## src/rtl/mem_loader.sv

```systemverilog
// mem_loader: host-side bus master that fills RAM from a byte stream or streams RAM out as bytes
module mem_loader #(
   parameter int ADDR_W = 11,
   parameter int CNT_W  = 12
) (
   input  logic              CLK_100MHz,
   input  logic              RST_N,
   input  logic              start,
   input  logic              mode,
   input  logic [ADDR_W-1:0] base_addr,
   input  logic [CNT_W-1:0]  word_count,
   output logic              busy,
   output logic              done,
   input  logic [7:0]        rx_data,
   input  logic              rx_valid,
   output logic              rx_ready,
   output logic [7:0]        tx_data,
   output logic              tx_valid,
   input  logic              tx_ready,
   output logic [ADDR_W-1:0] address,
   output logic [15:0]       dataW,
   output logic              loadM,
   input  logic [15:0]       dataR,
   input  logic              wr_slot
);
   localparam logic [3:0] IDLE    = 4'd0;
   localparam logic [3:0] RX_HI   = 4'd1;
   localparam logic [3:0] RX_LO   = 4'd2;
   localparam logic [3:0] WRITE   = 4'd3;
   localparam logic [3:0] RD_ADDR = 4'd4;
   localparam logic [3:0] RD_CAP  = 4'd5;
   localparam logic [3:0] TX_HI   = 4'd6;
   localparam logic [3:0] TX_LO   = 4'd7;
   localparam logic [3:0] DONE    = 4'd8;

   logic [3:0]        state, state_n;
   logic [ADDR_W-1:0] ptr, ptr_n;
   logic [CNT_W-1:0]  cnt, cnt_n;
   logic [15:0]       word;
   logic              adv;

   // pointer/counter next values: load on accepted start, step once per finished word
   always_comb begin
      adv   = (state == WRITE && wr_slot) || (state == TX_LO && tx_ready);
      ptr_n = (state == IDLE && start) ? base_addr : adv ? ptr + 1'b1 : ptr;
      cnt_n = (state == IDLE && start) ? word_count : adv ? cnt - 1'b1 : cnt;
   end

   // transfer sequencing
   always_comb begin
      state_n = IDLE;
      case (state)
         IDLE:    state_n = !start ? IDLE : (word_count == '0) ? DONE : mode ? RD_ADDR : RX_HI;
         RX_HI:   state_n = rx_valid ? RX_LO : RX_HI;
         RX_LO:   state_n = rx_valid ? WRITE : RX_LO;
         WRITE:   state_n = !wr_slot ? WRITE : (cnt_n == '0) ? DONE : RX_HI;
         RD_ADDR: state_n = RD_CAP;
         RD_CAP:  state_n = TX_HI;
         TX_HI:   state_n = tx_ready ? TX_LO : TX_HI;
         TX_LO:   state_n = !tx_ready ? TX_LO : (cnt_n == '0) ? DONE : RD_ADDR;
         default: state_n = IDLE;
      endcase
   end

   // state and registered outputs; outputs follow the state being entered so they line up with it
   always_ff @(posedge CLK_100MHz or negedge RST_N) begin
      if (!RST_N) begin
         state    <= IDLE;
         ptr      <= '0;
         cnt      <= '0;
         word     <= '0;
         busy     <= 1'b0;
         done     <= 1'b0;
         rx_ready <= 1'b0;
         tx_valid <= 1'b0;
         tx_data  <= '0;
         loadM    <= 1'b0;
         address  <= '0;
         dataW    <= '0;
      end else begin
         state    <= state_n;
         ptr      <= ptr_n;
         cnt      <= cnt_n;
         busy     <= (state_n != IDLE) || (state == DONE);
         done     <= state == DONE;
         rx_ready <= (state_n == RX_HI) || (state_n == RX_LO);
         tx_valid <= (state_n == TX_HI) || (state_n == TX_LO);
         loadM    <= state_n == WRITE;
         if (state_n == WRITE || state_n == RD_ADDR) address <= ptr_n;
         if (state == RX_HI && rx_valid) word[15:8] <= rx_data;
         if (state == RX_LO && rx_valid) dataW <= {word[15:8], rx_data};
         if (state == RD_CAP) word <= dataR;
         if (state == RD_CAP) tx_data <= dataR[15:8];
         else if (state == TX_HI && tx_ready) tx_data <= word[7:0];
      end
   end
endmodule

```

## config.mk

```make
export PLATFORM = sky130hd
export DESIGN_NAME = mem_loader
export DESIGN_NICKNAME = d
export VERILOG_FILES = /design/src/rtl/mem_loader.sv
export SDC_FILE = /design/constraint.sdc
export NUM_CORES = 1
export LEC_CHECK = 0
export ABC_AREA = 1
export BUFFER_PORTS_ARGS = -buffer_cell sky130_fd_sc_hd__buf_4
export CAP_MARGIN = 5
export CORE_UTILIZATION = 55
export DETAILED_ROUTE_END_ITERATION = 7
export HOLD_SLACK_MARGIN = 0.06
export PLACE_DENSITY = 0.81
export SETUP_SLACK_MARGIN = 0.4
export SKIP_CTS_REPAIR_TIMING = 1
export SYNTH_ARGS = -nofsm -noshare
export SYNTH_HDL_FRONTEND = slang
export SYNTH_SLANG_ARGS = --single-unit
```

## constraint.sdc

```tcl
create_clock -name CLK_100MHz -period 3.3 [get_ports CLK_100MHz]
set_input_delay 0 -clock CLK_100MHz [delete_from_list [all_inputs] [get_ports CLK_100MHz]]
set_output_delay 0 -clock CLK_100MHz [all_outputs]
set_load 0.02 [all_outputs]
```

# After elaboration in Yosys (flattened, before gate mapping)
# Index checks and enable logic that the tools add are counted.
# W data, S select, Z words.
# totals
inputBits	54
register_bits	83
output_inout_bits	40
wordCells	65
# op_classes
eq_ne	14
reduce_logical	17
mux	19
n_addsub	2
# ops
op	count
$pmux W4 S8	1
$eq A4 B3 Y1 const B	7
$logic_not A12 Y1	2
$mux W12	2
$mux W4	6
$mux W8	3
$mux W11	2
$eq A4 B2 Y1 const B	4
$mux W16	1
$sub A12 B1 Y12 const B	1
$add A11 B1 Y11 const B	1
$eq A4 B1 Y1 const B	2
$logic_and A1 B1 Y1	6
$logic_or A1 B1 Y1	5
$eq A4 B4 Y1 const B	1
$logic_not A4 Y1	1
$reduce_bool A2 Y1	2
$reduce_bool A4 Y1	1
$mux W3	1
$mux W1	2
$mux W2	1

# Longest topological paths before layout
# Gate-level depths: netlist (run 1).
# depth
depth_word	11
ltp_mapped	22
ltp_nobuf	21

# Worst setup path after synthesis (run 1)
# No wires, ideal clock.
# synth_path
kind	register -> register
start	register state[3]
end	register address[10]
synth_period_minus_slack_ns	2.193
t_arrival_ns	2.076
setup_ns	0.117
stages_incl_launch_ff	19
required_ns	3.183
n_path_buf	2
path_slack_ns	1.107
path_cell_list	dfrtp_1 nor2_4 nand3_4 nand2_4 buf_8 nand3_2 nand2_1 nand3_1 nand2_1 nand2_1 nor2_1 nand2_1 nand2_2 nand2_2 nor2_4 nand2_2 buf_2 nand3_1 nand2_1
# synth_via
elab_chain_len	11
word_cells_on_any_way	25
cone_classes	eq/ne (9); mux (9); reduce/logical (7)
# synth_lines
item	line	rtl
start: declaration	36	logic [3:0] state, state_n;
start signal: assignment	81	state <= state_n;
$eq A4 B2 Y1 or $eq A4 B3 Y1 (tied branches)	44, 52	
$logic_and A1 B1 Y1	44	adv = (state == WRITE && wr_slot) || (state == TX_LO && tx_ready);
$logic_or A1 B1 Y1	44	
$mux W12 (2 in a row)	46	cnt_n = (state == IDLE && start) ? word_count : adv ? cnt - 1'b1 : cnt;
$logic_not A12 Y1	56	WRITE: state_n = !wr_slot ? WRITE : (cnt_n == '0) ? DONE : RX_HI;
$mux W4 (2 in a row)	56	
$pmux W4 S8 *	52	case (state)
via state_n[0]	36	
$eq A4 B2 Y1 or $eq A4 B3 Y1 (tied branches)	89	if (state_n == WRITE || state_n == RD_ADDR) address <= ptr_n;
$logic_or A1 B1 Y1 *	89	
end signal: assignment	89	
end: declaration	20	output logic [ADDR_W-1:0] address,
# Mark *: on every way through the listed nets, which the timed path passes. The rest lies on a longest branch.
# A chain may end at the register's enable or synchronous reset.

# Final worst setup path (run 1)
# layout_path
start	register state[3]
end	register address[0]
# layout_via
elab_chain_len	11
word_cells_on_any_way	25
cone_classes	eq/ne (9); mux (9); reduce/logical (7)
# layout_lines
item	line	rtl
$eq A4 B2 Y1 or $eq A4 B3 Y1 (tied branches)	44	
$logic_and A1 B1 Y1	44	
$logic_or A1 B1 Y1	44	
$mux W12	46	
$mux W12 *	46	
via cnt_n[6]	38	logic [CNT_W-1:0] cnt, cnt_n;
$logic_not A12 Y1 *	56	
$mux W4 * (2 in a row)	56	
$pmux W4 S8 *	52	
via state_n[0]	36	
$eq A4 B2 Y1 or $eq A4 B3 Y1 (tied branches)	89	
$logic_or A1 B1 Y1 *	89	
# Marked as above.

==> metrics.txt, run 1 <==
# TYPE chip_impl_metric gauge
chip_impl_metric{name="crit_path_max_incr_delay",unit="ns"} 0.47
chip_impl_metric{name="drtPass1Iterations",unit=""} 5
chip_impl_metric{name="place_congestion",unit=""} 0.8713
chip_impl_info{name="rsz_0062_raised_after_global_routing",value="false"} 1
chip_impl_metric{name="placedInstanceArea",unit="sq um"} 4823
chip_impl_info{name="crit_path_start",value="state[3]$_DFF_PN0_"} 1
chip_impl_metric{name="drt_iter0_markers",unit=""} 285
chip_impl_metric{name="setup_viol",unit=""} 0
chip_impl_metric{name="synthToLayoutAreaGrowth",unit="%"} 38.75
chip_impl_metric{name="synth-edff-count",unit=""} 0
chip_impl_info{name="crit_path_cell_trace",value="nor2_4 -> nand3_4 -> nand2_8 -> inv_4 -> nand2_1 -> nand2_1 -> nand2_1 -> nand2_1 -> nor2_1 -> nand2_1 -> nor2_2 -> nand2_1 -> nand2_2 -> nand2_2 -> nor2_4 -> nand2_2 -> nand2_4 -> nand2_1 -> nand2_1"} 1
chip_impl_info{name="clockRootBuffer",value="sky130_fd_sc_hd__clkbuf_8"} 1
chip_impl_metric{name="final_period_minus_worst_setup_slack",unit="ns"} 2.654
chip_impl_metric{name="arrival",unit="ns"} 2.95
chip_impl_metric{name="cts.sinks",unit=""} 83
chip_impl_metric{name="fin_nets",unit=""} 691
chip_impl_metric{name="io_pins",unit=""} 94
chip_impl_metric{name="worstPathRequired",unit="ns"} 3.59
chip_impl_info{name="worst_setup_path_end_kind",value="flop"} 1
chip_impl_metric{name="fill_cells",unit=""} 437
chip_impl_metric{name="overall_die_width",unit="um"} 87.84
chip_impl_metric{name="area_occupied_by_registers",unit="sq um"} 2077
chip_impl_info{name="clock_tree_from_tritoncts",value="yes"} 1
chip_impl_metric{name="timing.final.crit_share",unit="%"} 80.43
chip_impl_metric{name="grt_pass1_vias",unit=""} 3467
chip_impl_metric{name="gr-total-overflow",unit=""} 0
chip_impl_info{name="synthFlopType",value="sky130_fd_sc_hd__dfrtp_1"} 1
chip_impl_metric{name="post_synth_instance_area",unit="sq um"} 4053
chip_impl_metric{name="drt_wl_total",unit="um"} 10990
chip_impl_metric{name="multi_input_comb_area",unit="sq um"} 1757
chip_impl_metric{name="timing_hold_violations_final",unit=""} 0
chip_impl_metric{name="placement_rows",unit=""} 30
chip_impl_info{name="worst_path_dominant_cell_family",value="simple AND/OR/NAND/NOR gates"} 1
chip_impl_metric{name="synthesis.instances",unit=""} 490
chip_impl_metric{name="core_area",unit="sq um"} 6944
chip_impl_info{name="setup.worst_path.class",value="flop to flop"} 1
chip_impl_metric{name="fin_worst_skew",unit="ns"} 0.01096
chip_impl_info{name="crit_path_start_kind",value="flop"} 1
chip_impl_metric{name="drt-wirelength-per-cell",unit="um"} 14.93
chip_impl_metric{name="remaining_drc_errors",unit=""} 0
chip_impl_metric{name="die_span_y",unit="um"} 87.84
chip_impl_metric{name="fraction_of_layout_instances_using_a_drive_strength_above_1",unit="%"} 24.41
chip_impl_metric{name="irDropWorstVdd",unit="V"} 0.0005495
chip_impl_metric{name="syn-mean-instance-area",unit="sq um"} 8.271
chip_impl_metric{name="synth_seq_area_share",unit="%"} 51.25
chip_impl_metric{name="crit_path_max_fanout",unit=""} 19
chip_impl_metric{name="yosys.cell_types.count",unit=""} 36
chip_impl_info{name="status",value="finished, final reports clean"} 1
chip_impl_metric{name="max_freq",unit="MHz"} 376.8
chip_impl_metric{name="ys_seq_elements",unit=""} 83
chip_impl_metric{name="ys_warn_count",unit=""} 0
chip_impl_info{name="layout.cells.most_common_list",value="sky130_fd_sc_hd__nand2_1, sky130_fd_sc_hd__buf_4, sky130_fd_sc_hd__dfrtp_1, sky130_fd_sc_hd__dlygate4sd3_1, sky130_fd_sc_hd__nor2_1"} 1
chip_impl_info{name="most_frequent_standard_cell_in_the_layout_excluding_fill_and_tap_cells",value="sky130_fd_sc_hd__nand2_1"} 1
chip_impl_metric{name="postLayoutCellArea",unit="sq um"} 5623
chip_impl_metric{name="p_leak",unit="nW"} 2.852
chip_impl_metric{name="worst_setup_hold_path_clk_slew",unit="ns"} 0.08
chip_impl_metric{name="report.final.slew_viol_count",unit=""} 0
chip_impl_metric{name="wire_length_of_the_first_global_routing_pass",unit="um"} 15590
chip_impl_metric{name="timing.critical_path.buf_inv",unit=""} 1
chip_impl_metric{name="cts_max_path_buffers",unit=""} 2
chip_impl_metric{name="regToRegSetupSlack",unit="ns"} 0.65
chip_impl_metric{name="route.vias.total",unit=""} 3911
chip_impl_metric{name="start_util",unit="%"} 58.36
chip_impl_metric{name="avgViaCountPerCell",unit=""} 5.314
chip_impl_metric{name="dp_hpwl",unit="um"} 6804
chip_impl_info{name="regToRegStartpoint",value="state[3]$_DFF_PN0_"} 1
chip_impl_metric{name="grt_max_degree",unit=""} 84
chip_impl_metric{name="timing_worst_slew_pin_value",unit="ns"} 1.034
chip_impl_metric{name="crit_cells",unit=""} 19
chip_impl_info{name="hp-class",value="input pin to flop"} 1
chip_impl_metric{name="antenna_left",unit=""} 0
chip_impl_metric{name="clock_insertion_delay_worst_skew",unit="ns"} 0.36
chip_impl_info{name="cpMaxStageDelayCell",value="sky130_fd_sc_hd__dfrtp_1"} 1
chip_impl_metric{name="cts-buffers-inserted",unit=""} 9
chip_impl_metric{name="io_buffers",unit=""} 93
chip_impl_metric{name="final_total_negative_setup_slack",unit="ns"} 0
chip_impl_metric{name="max_cap_viol_count",unit=""} 0
chip_impl_info{name="critPathMostFrequentCell",value="sky130_fd_sc_hd__nand2_1"} 1
chip_impl_metric{name="worst-r2r-cell-count",unit=""} 19
chip_impl_metric{name="fp.dieArea",unit="sq um"} 7716
chip_impl_info{name="r2r-end",value="address[0]$_DFFE_PN0P_"} 1
chip_impl_metric{name="groute.usage.overall",unit="%"} 26.88
chip_impl_metric{name="slew_headroom",unit="%"} 31.08
chip_impl_metric{name="power.density",unit="nW/um^2"} 945.0
chip_impl_metric{name="grt_antenna_before_repair",unit=""} 1
chip_impl_metric{name="postSynth.asyncResetShare",unit="%"} 100.0
chip_impl_metric{name="cts-htree-levels",unit=""} 3
chip_impl_metric{name="syn_nets",unit=""} 546
chip_impl_info{name="critical_path.endpoint",value="address[0]$_DFFE_PN0P_"} 1
-- stage by stage --
step / utilization, % / std cells / power, mW / setup slack [ns] / hold WS (ns)
after CTS: 73.03 / 684 / 5.189 / 0.3979 / -0.1754
after global routing: 80.97 / 736 / 5.691 / 0.3924 / 0.1105
after floorplan: - / 490 / 3.472 / 1.107 / -0.2956
after detailed placement: 69.46 / 669 / 4.268 / 0.4481 / 0.1984
final: 80.97 / 736 / 5.314 / 0.6459 / 0.07617
after global placement: 69.46 / 669 / 4.167 / 0.6405 / 0.1964
-- cell families after synthesis --
logic type               synth area share, %
AND/OR/NAND/NOR                        31.65
flip-flops                             51.25
buffers and inverters                  6.237
AO/OA/AOI/OAI                          5.341
multiplexers                           3.612
XOR/XNOR                               1.297
adder cells (fa/ha/maj)               0.6174
-- tightest hold or removal path, stage by stage --
cell                       delay [ns]
sky130_fd_sc_hd__buf_4           0.11
sky130_fd_sc_hd__inv_1           0.06
sky130_fd_sc_hd__nand3_1         0.12
sky130_fd_sc_hd__o211ai_1        0.10
-- registers in the layout (all words and copies together) (netlist names) --
| name | flops |
|---|---|
| address | 11 |
| rx_ready | 1 |
| tx_data | 8 |
| state | 4 |
| loadM | 1 |
| cnt | 12 |
| dataW | 16 |
| busy | 1 |
| done | 1 |
| word | 16 |
| tx_valid | 1 |
| ptr | 11 |
-- layer usage --
| metal | part of all wire, % | global-route usage [%] | vias up |
|---|---|---|---|
| met3 | 7.2 | 7.634 | 35 |
| met1 | 39 | 34.33 | 1836 |
| met5 | 0 | 0 | - |
| met2 | 51 | 43.55 | 175 |
| met4 | 3.1 | 10.43 | 0 |
| li1 | - | - | 1865 |
-- final cells by class --
type | count | share of cell area, %
well taps | 96 | 2.136
clock buffers | 10 | 2.448
inverters | 46 | 3.204
flip-flops and latches | 83 | 36.94
multi-input cells | 347 | 31.24
repair buffers | 148 | 22.03
diodes | 1 | 0.04450
clock inverters | 5 | 1.958
-- worst min path at each step --
stage	from	end	slack, ns	depth (start not counted)
final	tx_ready	tx_valid$_DFF_PN0_	0.08	4
after global routing	tx_ready	tx_valid$_DFF_PN0_	0.11	4
after CTS	dataR[0]	word[0]$_DFFE_PN0P_	-0.18	3
after detailed placement	dataR[1]	word[1]$_DFFE_PN0P_	0.20	3
after global placement	dataR[2]	word[2]$_DFFE_PN0P_	0.20	3
after floorplan	RST_N	address[0]$_DFFE_PN0P_	-0.30	0
-- power by group --
group	total (mW)	internal (mW)	switching [mW]
Sequential	1.82	1.51	0.308
Combinational	2.59	0.978	1.61
Clock	0.909	0.526	0.383
-- cells in the mapped netlist, types with 2 or more instances --
cell / instances / area share [%]
sky130_fd_sc_hd__nand3_1: 40 / 4.9
sky130_fd_sc_hd__buf_1: 2 / 0.19
sky130_fd_sc_hd__buf_2: 2 / 0.25
sky130_fd_sc_hd__inv_2: 2 / 0.19
sky130_fd_sc_hd__ha_1: 2 / 0.62
sky130_fd_sc_hd__nand2_2: 7 / 1.1
sky130_fd_sc_hd__nor3_1: 4 / 0.49
sky130_fd_sc_hd__o21ai_0: 14 / 1.7
sky130_fd_sc_hd__mux2_2: 13 / 3.6
sky130_fd_sc_hd__nand3b_1: 3 / 0.56
sky130_fd_sc_hd__nor2_2: 2 / 0.31
sky130_fd_sc_hd__nor2_4: 3 / 0.83
sky130_fd_sc_hd__or2_2: 4 / 0.62
sky130_fd_sc_hd__a31oi_1: 18 / 2.8
sky130_fd_sc_hd__nand3_2: 3 / 0.74
sky130_fd_sc_hd__dfrtp_1: 83 / 51
sky130_fd_sc_hd__inv_1: 41 / 3.8
sky130_fd_sc_hd__xor2_1: 5 / 1.1
sky130_fd_sc_hd__clkinv_1: 2 / 0.19
sky130_fd_sc_hd__nand4_1: 3 / 0.46
sky130_fd_sc_hd__or2_1: 2 / 0.31
sky130_fd_sc_hd__nor2_1: 44 / 4.1
sky130_fd_sc_hd__nand2_1: 167 / 15
sky130_fd_sc_hd__o211ai_1: 2 / 0.37
sky130_fd_sc_hd__nand3_4: 2 / 0.86
sky130_fd_sc_hd__nor4_1: 3 / 0.46
sky130_fd_sc_hd__clkbuf_1: 7 / 0.65
sky130_fd_sc_hd__a21oi_1: 2 / 0.25
Note: power is estimated with default switching activity, not from simulation.
==> run 2: changes to the inputs <==
--- a/config.mk
+++ b/config.mk
@@ -8,10 +8,10 @@
 export ABC_AREA = 1
 export BUFFER_PORTS_ARGS = -buffer_cell sky130_fd_sc_hd__buf_4
 export CAP_MARGIN = 5
-export CORE_UTILIZATION = 55
+export CORE_UTILIZATION = 49
 export DETAILED_ROUTE_END_ITERATION = 7
 export HOLD_SLACK_MARGIN = 0.06
-export PLACE_DENSITY = 0.81
+export PLACE_DENSITY = 0.77
 export SETUP_SLACK_MARGIN = 0.4
 export SKIP_CTS_REPAIR_TIMING = 1
 export SYNTH_ARGS = -nofsm -noshare
==> constraint.sdc (replaced) <==
create_clock -name CLK_100MHz -period 2.2 [get_ports CLK_100MHz]
set_input_delay 0 -clock CLK_100MHz [delete_from_list [all_inputs] [get_ports CLK_100MHz]]
set_output_delay 0 -clock CLK_100MHz [all_outputs]
set_load 0.02 [all_outputs]
==> metrics.txt, run 2 (same netlist as run 1, synthesis figures left out) <==
# TYPE chip_impl_metric gauge
chip_impl_metric{name="timing.final.crit_share",unit="%"} 112.1
chip_impl_metric{name="antenna_cells_inserted",unit=""} 0
chip_impl_metric{name="drtPass1Iterations",unit=""} 5
chip_impl_metric{name="remaining_drc_errors",unit=""} 0
chip_impl_metric{name="setup_viol",unit=""} 16
chip_impl_metric{name="p_leak",unit="nW"} 3.121
chip_impl_metric{name="min_delay_path_depth",unit=""} 3
chip_impl_metric{name="drt_wl_total",unit="um"} 12060
chip_impl_metric{name="grt_max_degree",unit=""} 84
chip_impl_metric{name="max_freq",unit="MHz"} 405.6
chip_impl_metric{name="io_buffers",unit=""} 93
chip_impl_metric{name="groute.usage.overall",unit="%"} 24.58
chip_impl_metric{name="arrival",unit="ns"} 2.72
chip_impl_info{name="critPathMostFrequentCell",value="sky130_fd_sc_hd__nand2_1"} 1
chip_impl_metric{name="route.vias.total",unit=""} 4149
chip_impl_info{name="crit_path_start_kind",value="flop"} 1
chip_impl_metric{name="fraction_of_layout_instances_using_a_drive_strength_above_1",unit="%"} 34.69
chip_impl_metric{name="timing_worst_slew_pin_value",unit="ns"} 0.4483
chip_impl_metric{name="die_span_y",unit="um"} 92.95
chip_impl_metric{name="power.share.sequential",unit="%"} 31.2
chip_impl_info{name="rsz_0062_raised_after_global_routing",value="true"} 1
chip_impl_info{name="most_frequent_standard_cell_in_the_layout_excluding_fill_and_tap_cells",value="sky130_fd_sc_hd__nand2_1"} 1
chip_impl_info{name="r2r-end",value="address[9]$_DFFE_PN0P_"} 1
chip_impl_metric{name="crit_path_max_incr_delay",unit="ns"} 0.45
chip_impl_metric{name="wire_length_of_the_first_global_routing_pass",unit="um"} 16470
chip_impl_info{name="worst_setup_path_end_kind",value="flop"} 1
chip_impl_metric{name="slew_headroom",unit="%"} 70.12
chip_impl_metric{name="report.final.slew_viol_count",unit=""} 0
chip_impl_metric{name="io_pins",unit=""} 94
chip_impl_metric{name="grt_antenna_before_repair",unit=""} 0
chip_impl_metric{name="fp.dieArea",unit="sq um"} 8639
chip_impl_metric{name="clock_insertion_delay_worst_skew",unit="ns"} 0.35
chip_impl_metric{name="timing_hold_violations_final",unit=""} 2
chip_impl_metric{name="max_cap_viol_count",unit=""} 0
chip_impl_metric{name="placement_rows",unit=""} 32
chip_impl_info{name="setup.worst_path.class",value="flop to flop"} 1
chip_impl_metric{name="p_total",unit="mW"} 8.861
chip_impl_info{name="cpMaxStageDelayCell",value="sky130_fd_sc_hd__dfrtp_2"} 1
chip_impl_info{name="status",value="finished, violations left"} 1
chip_impl_metric{name="placed_cells",unit=""} 717
chip_impl_metric{name="fin_worst_skew",unit="ns"} 0.01001
chip_impl_metric{name="final_period_minus_worst_setup_slack",unit="ns"} 2.465
chip_impl_metric{name="power_frac_comb",unit="%"} 54.6
chip_impl_metric{name="finalWorstSetupSlack",unit="ns"} -0.2653
chip_impl_metric{name="irDropWorstVdd",unit="V"} 0.0008062
chip_impl_metric{name="layoutNonFillerInstCount",unit=""} 788
chip_impl_metric{name="worst_setup_hold_path_clk_slew",unit="ns"} 0.09
chip_impl_metric{name="cts.sinks",unit=""} 83
chip_impl_metric{name="dp_slack",unit="ns"} -0.1726
chip_impl_info{name="clock_tree_from_tritoncts",value="yes"} 1
chip_impl_metric{name="cts_max_path_buffers",unit=""} 2
chip_impl_info{name="reg_top3",value="dataW x16, word x16, cnt x12"} 1
chip_impl_metric{name="clockPowerShare",unit="%"} 14.1
chip_impl_metric{name="cts-buffers-inserted",unit=""} 9
chip_impl_metric{name="place_congestion",unit=""} 0.8898
chip_impl_info{name="violated_checks",value="negative hold slack, negative setup slack"} 1
chip_impl_metric{name="dp_hpwl",unit="um"} 7405
chip_impl_info{name="layout.cells.most_common_list",value="sky130_fd_sc_hd__nand2_1, sky130_fd_sc_hd__buf_4, sky130_fd_sc_hd__dfrtp_1, sky130_fd_sc_hd__dlygate4sd3_1"} 1
chip_impl_metric{name="overall_die_width",unit="um"} 92.95
chip_impl_info{name="hp-class",value="input pin to flop"} 1
chip_impl_metric{name="regToRegSetupSlack",unit="ns"} -0.27
chip_impl_metric{name="power.density",unit="nW/um^2"} 1450
chip_impl_metric{name="switchingPower",unit="mW"} 3.810
chip_impl_metric{name="avgViaCountPerCell",unit=""} 5.265
chip_impl_metric{name="synthToLayoutAreaGrowth",unit="%"} 50.76
chip_impl_metric{name="netSwitchingFraction",unit="%"} 43.00
chip_impl_info{name="crit_path_cell_trace",value="nor2_4 -> nand3_4 -> nand2_8 -> inv_8 -> nand2_1 -> nand2_1 -> nand2_1 -> nand2_1 -> nor2_1 -> nand2_1 -> nor2_2 -> nand2_2 -> nand2_2 -> nand2_4 -> nor2_4 -> nand2_4 -> buf_2 -> nand3_1 -> nand2_1"} 1
chip_impl_metric{name="start_util",unit="%"} 51.64
chip_impl_metric{name="gr-total-overflow",unit=""} 0
chip_impl_metric{name="grt_pass1_vias",unit=""} 3551
chip_impl_metric{name="drt_iter0_markers",unit=""} 287
chip_impl_metric{name="hold_ws",unit="ns"} -0.05350
chip_impl_metric{name="worst-r2r-cell-count",unit=""} 19
chip_impl_metric{name="drt-wirelength-per-cell",unit="um"} 15.31
chip_impl_info{name="regToRegStartpoint",value="state[3]$_DFF_PN0_"} 1
chip_impl_metric{name="fin_nets",unit=""} 737
chip_impl_info{name="origin_of_the_worst_min_delay_path",value="word_count[5]"} 1
chip_impl_metric{name="worstPathRequired",unit="ns"} 2.45
chip_impl_metric{name="core_area",unit="sq um"} 7848
chip_impl_metric{name="fill_cells",unit=""} 520
chip_impl_info{name="clockRootBuffer",value="sky130_fd_sc_hd__clkbuf_8"} 1
chip_impl_metric{name="crit_path_max_fanout",unit=""} 8
chip_impl_metric{name="antenna_left",unit=""} 0
chip_impl_metric{name="cell_internal_power_dissipation",unit="mW"} 5.051
chip_impl_metric{name="cts-htree-levels",unit=""} 3
chip_impl_info{name="min_delay_worst_endpoint",value="cnt[5]$_DFF_PN0_"} 1
==> run 2: changes by cell type in the layout (fill, tap and decap cells not counted), moves of 4 or more <==
cell / change
sky130_fd_sc_hd__buf_4: +46
sky130_fd_sc_hd__buf_6: +5
sky130_fd_sc_hd__dlygate4sd3_1: -9
sky130_fd_sc_hd__nand2_1: -10
sky130_fd_sc_hd__nand2_2: +8
sky130_fd_sc_hd__nor2_1: -4
sky130_fd_sc_hd__nor2_4: +5
sky130_fd_sc_hd__o21ai_0: -7
sky130_fd_sc_hd__o21ai_1: +4
==> run 2: worst max path at each step <==
stage / start / endpoint / slack (ns)
finish: state[3]$_DFF_PN0_ / address[9]$_DFFE_PN0P_ / -0.27
floorplan: state[2]$_DFF_PN0_ / address[10]$_DFFE_PN0P_ / 0.05
detailed placement: state[2]$_DFF_PN0_ / address[7]$_DFFE_PN0P_ / -0.17
global placement: state[2]$_DFF_PN0_ / busy$_DFF_PN0_ / -0.08
global route: state[3]$_DFF_PN0_ / address[7]$_DFFE_PN0P_ / -0.39
CTS: state[2]$_DFF_PN0_ / address[7]$_DFFE_PN0P_ / -0.18
==> run 2: power groups by stage <==
| stage | combinational (mW) | sequential, mW | clock [mW] |
|---|---|---|---|
| finish | 4.84 | 2.77 | 1.25 |
| floorplan | 2.20 | 3.06 | 0 |
| global route | 5.29 | 2.84 | 1.33 |
| global placement | 4.14 | 2.70 | 0 |
| CTS | 4.28 | 2.72 | 1.27 |
| detailed placement | 4.25 | 2.73 | 0 |
==> run 2: critical path: cells and delay by family (launching register included) <==
kind	cells	cell delay [ns]
buffers and inverters	2	0.21
DFF	1	0.45
and+or+nand+nor	17	1.68
==> run 2: cell type report <==
cell class                      count  area (sq um)  area share, %
Inverter                           46         180.2          2.949
Tap cell                          102         127.6          2.089
Timing Repair Buffer              193          1595          26.11
Sequential cell                    83          2078          34.02
Multi-Input combinational cell    348          1897          31.05
Clock buffer                       10         137.6          2.253
Clock inverter                      6         93.84          1.536
==> run 2: layer usage <==
layer / GRT usage, % / part of all wire (%) / wire length, um
met3: 5.172 / 7.8 / 941
met4: 7.308 / 2.1 / 254
met5: 0 / 0 / 0
met1: 32.75 / 39 / 4669
met2: 40.44 / 51 / 6196
==> run 2: through the flow <==
step	cell area, sq um	hold WS, ns	utilization [%]	setup TNS, ns
3_3_place_gp	5174	0.06379	65.93	-0.9044
5_1_grt	6110	-0.05923	77.85	-5.289
4_1_cts	5405	-0.3247	68.88	-1.876
6_report	6110	-0.05350	77.85	-3.222
3_5_place_dp	5174	0.06292	65.93	-1.757
2_1_floorplan	4074	-0.2956	-	0
==> run 3: changes to the inputs <==
--- a/config.mk
+++ b/config.mk
@@ -6,13 +6,12 @@
 export NUM_CORES = 1
 export LEC_CHECK = 0
 export ABC_AREA = 1
-export BUFFER_PORTS_ARGS = -buffer_cell sky130_fd_sc_hd__buf_4
 export CAP_MARGIN = 5
-export CORE_UTILIZATION = 49
+export CORE_UTILIZATION = 57
 export DETAILED_ROUTE_END_ITERATION = 7
+export DONT_BUFFER_PORTS = 1
 export HOLD_SLACK_MARGIN = 0.06
-export PLACE_DENSITY = 0.77
-export SETUP_SLACK_MARGIN = 0.4
+export PLACE_DENSITY = 0.75
 export SKIP_CTS_REPAIR_TIMING = 1
 export SYNTH_ARGS = -nofsm -noshare
 export SYNTH_HDL_FRONTEND = slang
==> metrics.txt, run 3 (same netlist as run 1, synthesis figures left out) <==
# TYPE chip_impl_metric gauge
chip_impl_metric{name="cts.sinks",unit=""} 83
chip_impl_metric{name="report.final.slew_viol_count",unit=""} 0
chip_impl_info{name="layout.cells.most_common_list",value="sky130_fd_sc_hd__nand2_1, sky130_fd_sc_hd__dfrtp_1, sky130_fd_sc_hd__buf_4, sky130_fd_sc_hd__dlygate4sd3_1, sky130_fd_sc_hd__inv_1"} 1
chip_impl_info{name="worst_path_dominant_cell_family",value="simple AND/OR/NAND/NOR gates"} 1
chip_impl_metric{name="clock_insertion_delay_worst_skew",unit="ns"} 0.36
chip_impl_metric{name="fin_worst_skew",unit="ns"} 0.01431
chip_impl_metric{name="synthToLayoutAreaGrowth",unit="%"} 37.54
chip_impl_metric{name="slew_headroom",unit="%"} 62.23
chip_impl_metric{name="finalWorstSetupSlack",unit="ns"} -0.3873
chip_impl_metric{name="placement_rows",unit=""} 30
chip_impl_metric{name="antenna_left",unit=""} 0
chip_impl_metric{name="irDropWorstVdd",unit="V"} 0.0008592
chip_impl_metric{name="max_freq",unit="MHz"} 386.5
chip_impl_metric{name="gr-total-overflow",unit=""} 0
chip_impl_metric{name="io_pins",unit=""} 94
chip_impl_metric{name="drt-wirelength-per-cell",unit="um"} 17.05
chip_impl_metric{name="fin_nets",unit=""} 658
chip_impl_metric{name="worst_setup_hold_path_clk_slew",unit="ns"} 0.10
chip_impl_metric{name="cts-buffers-inserted",unit=""} 9
chip_impl_metric{name="core_area",unit="sq um"} 6832
chip_impl_metric{name="setup_viol",unit=""} 19
chip_impl_metric{name="io_buffers",unit=""} 0
chip_impl_metric{name="final_total_negative_setup_slack",unit="ns"} -5.071
chip_impl_metric{name="cts-htree-levels",unit=""} 3
chip_impl_metric{name="route.vias.total",unit=""} 3891
chip_impl_metric{name="arrival",unit="ns"} 2.84
chip_impl_metric{name="final_period_minus_worst_setup_slack",unit="ns"} 2.587
chip_impl_info{name="rsz_0062_raised_after_global_routing",value="true"} 1
chip_impl_info{name="violated_checks",value="negative setup slack"} 1
chip_impl_metric{name="fraction_of_layout_instances_using_a_drive_strength_above_1",unit="%"} 26.69
chip_impl_metric{name="drt_wl_total",unit="um"} 11980
chip_impl_metric{name="max_cap_viol_count",unit=""} 0
chip_impl_info{name="setup.worst_path.class",value="flop to flop"} 1
chip_impl_info{name="clock_tree_from_tritoncts",value="yes"} 1
chip_impl_info{name="worst_setup_path_end_kind",value="flop"} 1
chip_impl_metric{name="grt_pass1_vias",unit=""} 3252
chip_impl_metric{name="place_congestion",unit=""} 0.8733
chip_impl_metric{name="antenna_cells_inserted",unit=""} 0
chip_impl_info{name="crit_path_start_kind",value="flop"} 1
chip_impl_metric{name="start_util",unit="%"} 59.32
chip_impl_metric{name="timing_worst_slew_pin_value",unit="ns"} 0.5652
chip_impl_info{name="crit_path_cell_trace",value="buf_6 -> nor2_4 -> nand3_4 -> nand2_8 -> buf_6 -> buf_6 -> nand2_2 -> nand2_2 -> nand3_2 -> nand2_2 -> nor2_2 -> nand2_1 -> nor2_2 -> nand2_2 -> nand2_2 -> nand2_4 -> nor2_4 -> nand2_4 -> clkbuf_16 -> nand3_2 -> nand2_1"} 1
chip_impl_metric{name="worstPathRequired",unit="ns"} 2.46
chip_impl_metric{name="fill_cells",unit=""} 444
chip_impl_metric{name="cts_max_path_buffers",unit=""} 2
chip_impl_metric{name="groute.usage.overall",unit="%"} 26.42
chip_impl_metric{name="remaining_drc_errors",unit=""} 0
chip_impl_metric{name="postLayoutCellArea",unit="sq um"} 5574
chip_impl_metric{name="timing.critical_path.buf_inv",unit=""} 4
chip_impl_metric{name="placedInstanceArea",unit="sq um"} 4503
chip_impl_metric{name="timing.final.crit_share",unit="%"} 117.6
chip_impl_info{name="critPathMostFrequentCell",value="sky130_fd_sc_hd__nand2_2"} 1
chip_impl_metric{name="drtPass1Iterations",unit=""} 5
chip_impl_metric{name="die_span_y",unit="um"} 86.32
chip_impl_metric{name="grt_antenna_before_repair",unit=""} 0
chip_impl_metric{name="overall_die_width",unit="um"} 86.32
chip_impl_metric{name="dp_hpwl",unit="um"} 7040
chip_impl_metric{name="p_leak",unit="nW"} 2.745
chip_impl_metric{name="timing_hold_violations_final",unit=""} 0
chip_impl_metric{name="final_core_util",unit="%"} 81.59
chip_impl_metric{name="power.density",unit="nW/um^2"} 1479
chip_impl_metric{name="avgViaCountPerCell",unit=""} 5.535
chip_impl_info{name="most_frequent_standard_cell_in_the_layout_excluding_fill_and_tap_cells",value="sky130_fd_sc_hd__nand2_1"} 1
chip_impl_metric{name="crit_path_max_fanout",unit=""} 7
chip_impl_info{name="cpMaxStageDelayCell",value="sky130_fd_sc_hd__dfrtp_1"} 1
chip_impl_info{name="status",value="finished, violations left"} 1
chip_impl_info{name="clockRootBuffer",value="sky130_fd_sc_hd__clkbuf_8"} 1
chip_impl_metric{name="drt_iter0_markers",unit=""} 321
chip_impl_info{name="reg_top3",value="dataW x16, word x16, cnt x12"} 1
chip_impl_metric{name="grt_max_degree",unit=""} 84
chip_impl_info{name="hp-class",value="input pin to flop"} 1
chip_impl_metric{name="fp.dieArea",unit="sq um"} 7451
chip_impl_metric{name="crit_path_max_incr_delay",unit="ns"} 0.44
chip_impl_metric{name="wire_length_of_the_first_global_routing_pass",unit="um"} 15060
## run 3: worst reg2reg max path, stage by stage (launching register included)
cell                        delay, ns
sky130_fd_sc_hd__dfrtp_1         0.44
sky130_fd_sc_hd__buf_6           0.14
sky130_fd_sc_hd__nor2_4          0.04
sky130_fd_sc_hd__nand3_4         0.11
sky130_fd_sc_hd__nand2_8         0.09
sky130_fd_sc_hd__buf_6           0.15
sky130_fd_sc_hd__buf_6           0.12
sky130_fd_sc_hd__nand2_2         0.06
sky130_fd_sc_hd__nand2_2         0.05
sky130_fd_sc_hd__nand3_2         0.07
sky130_fd_sc_hd__nand2_2         0.06
sky130_fd_sc_hd__nor2_2          0.08
sky130_fd_sc_hd__nand2_1         0.10
sky130_fd_sc_hd__nor2_2          0.19
sky130_fd_sc_hd__nand2_2         0.10
sky130_fd_sc_hd__nand2_2         0.11
sky130_fd_sc_hd__nand2_4         0.06
sky130_fd_sc_hd__nor2_4          0.15
sky130_fd_sc_hd__nand2_4         0.09
sky130_fd_sc_hd__clkbuf_16       0.17
sky130_fd_sc_hd__nand3_2         0.06
sky130_fd_sc_hd__nand2_1         0.05
## run 3: where the power goes
part	total (mW)	leakage (nW)	internal, mW	switching [mW]
logic	3.95	1.65	1.72	2.23
clock network	1.05	0.0989	0.456	0.598
registers	3.25	0.999	2.26	0.985
total	8.25	2.75	4.43	3.81
## run 3: cell type report
class                   instances  area [sq um]  area share [%]
repair buffers                115          1071           19.21
clock buffers                  10         137.6           2.469
clock inverters                 6         47.55          0.8530
inverters                      46         177.7           3.187
multi-input cells             347          1943           34.86
flip-flops and latches         83          2077           37.26
well taps                      96         120.1           2.155
## run 3: worst paths after layout
kind,start,end,slack [ns],cells after the start
max,state[3]$_DFF_PN0_,address[3]$_DFFE_PN0P_,-0.39,21
min,start,cnt[10]$_DFF_PN0_,0.09,4
max reg2reg,state[3]$_DFF_PN0_,address[3]$_DFFE_PN0P_,-0.39,21
min reg2reg,word[5]$_DFFE_PN0P_,word[5]$_DFFE_PN0P_,0.48,2
max in group asynchronous,RST_N,word[4]$_DFFE_PN0P_,1.66,2
min in group asynchronous,RST_N,tx_data[7]$_DFFE_PN0P_,0.19,2
## run 3: metal layers
| metal | vias to the layer above | part of all wire [%] | wire [um] | GRT usage, % |
|---|---|---|---|---|
| li1 | 1794 | - | - | - |
| met2 | 190 | 51 | 6102 | 43.58 |
| met4 | 0 | 2.3 | 273 | 7.879 |
| met3 | 27 | 7.9 | 945 | 7.714 |
| met5 | - | 0 | 0 | 0 |
| met1 | 1880 | 39 | 4663 | 33.99 |
## run 3: through the flow
step           hold slack [ns]  total power, mW  cells  setup slack, ns
2_1_floorplan          -0.2956            5.207    490         0.007373
3_3_place_gp           -0.2936            6.250    623          -0.1444
6_report               0.08864            8.247    703          -0.3873
3_5_place_dp           -0.2942            6.409    623          -0.2205
5_1_grt                 0.1128            8.758    703          -0.4721
4_1_cts                -0.6804            7.466    639          -0.2365
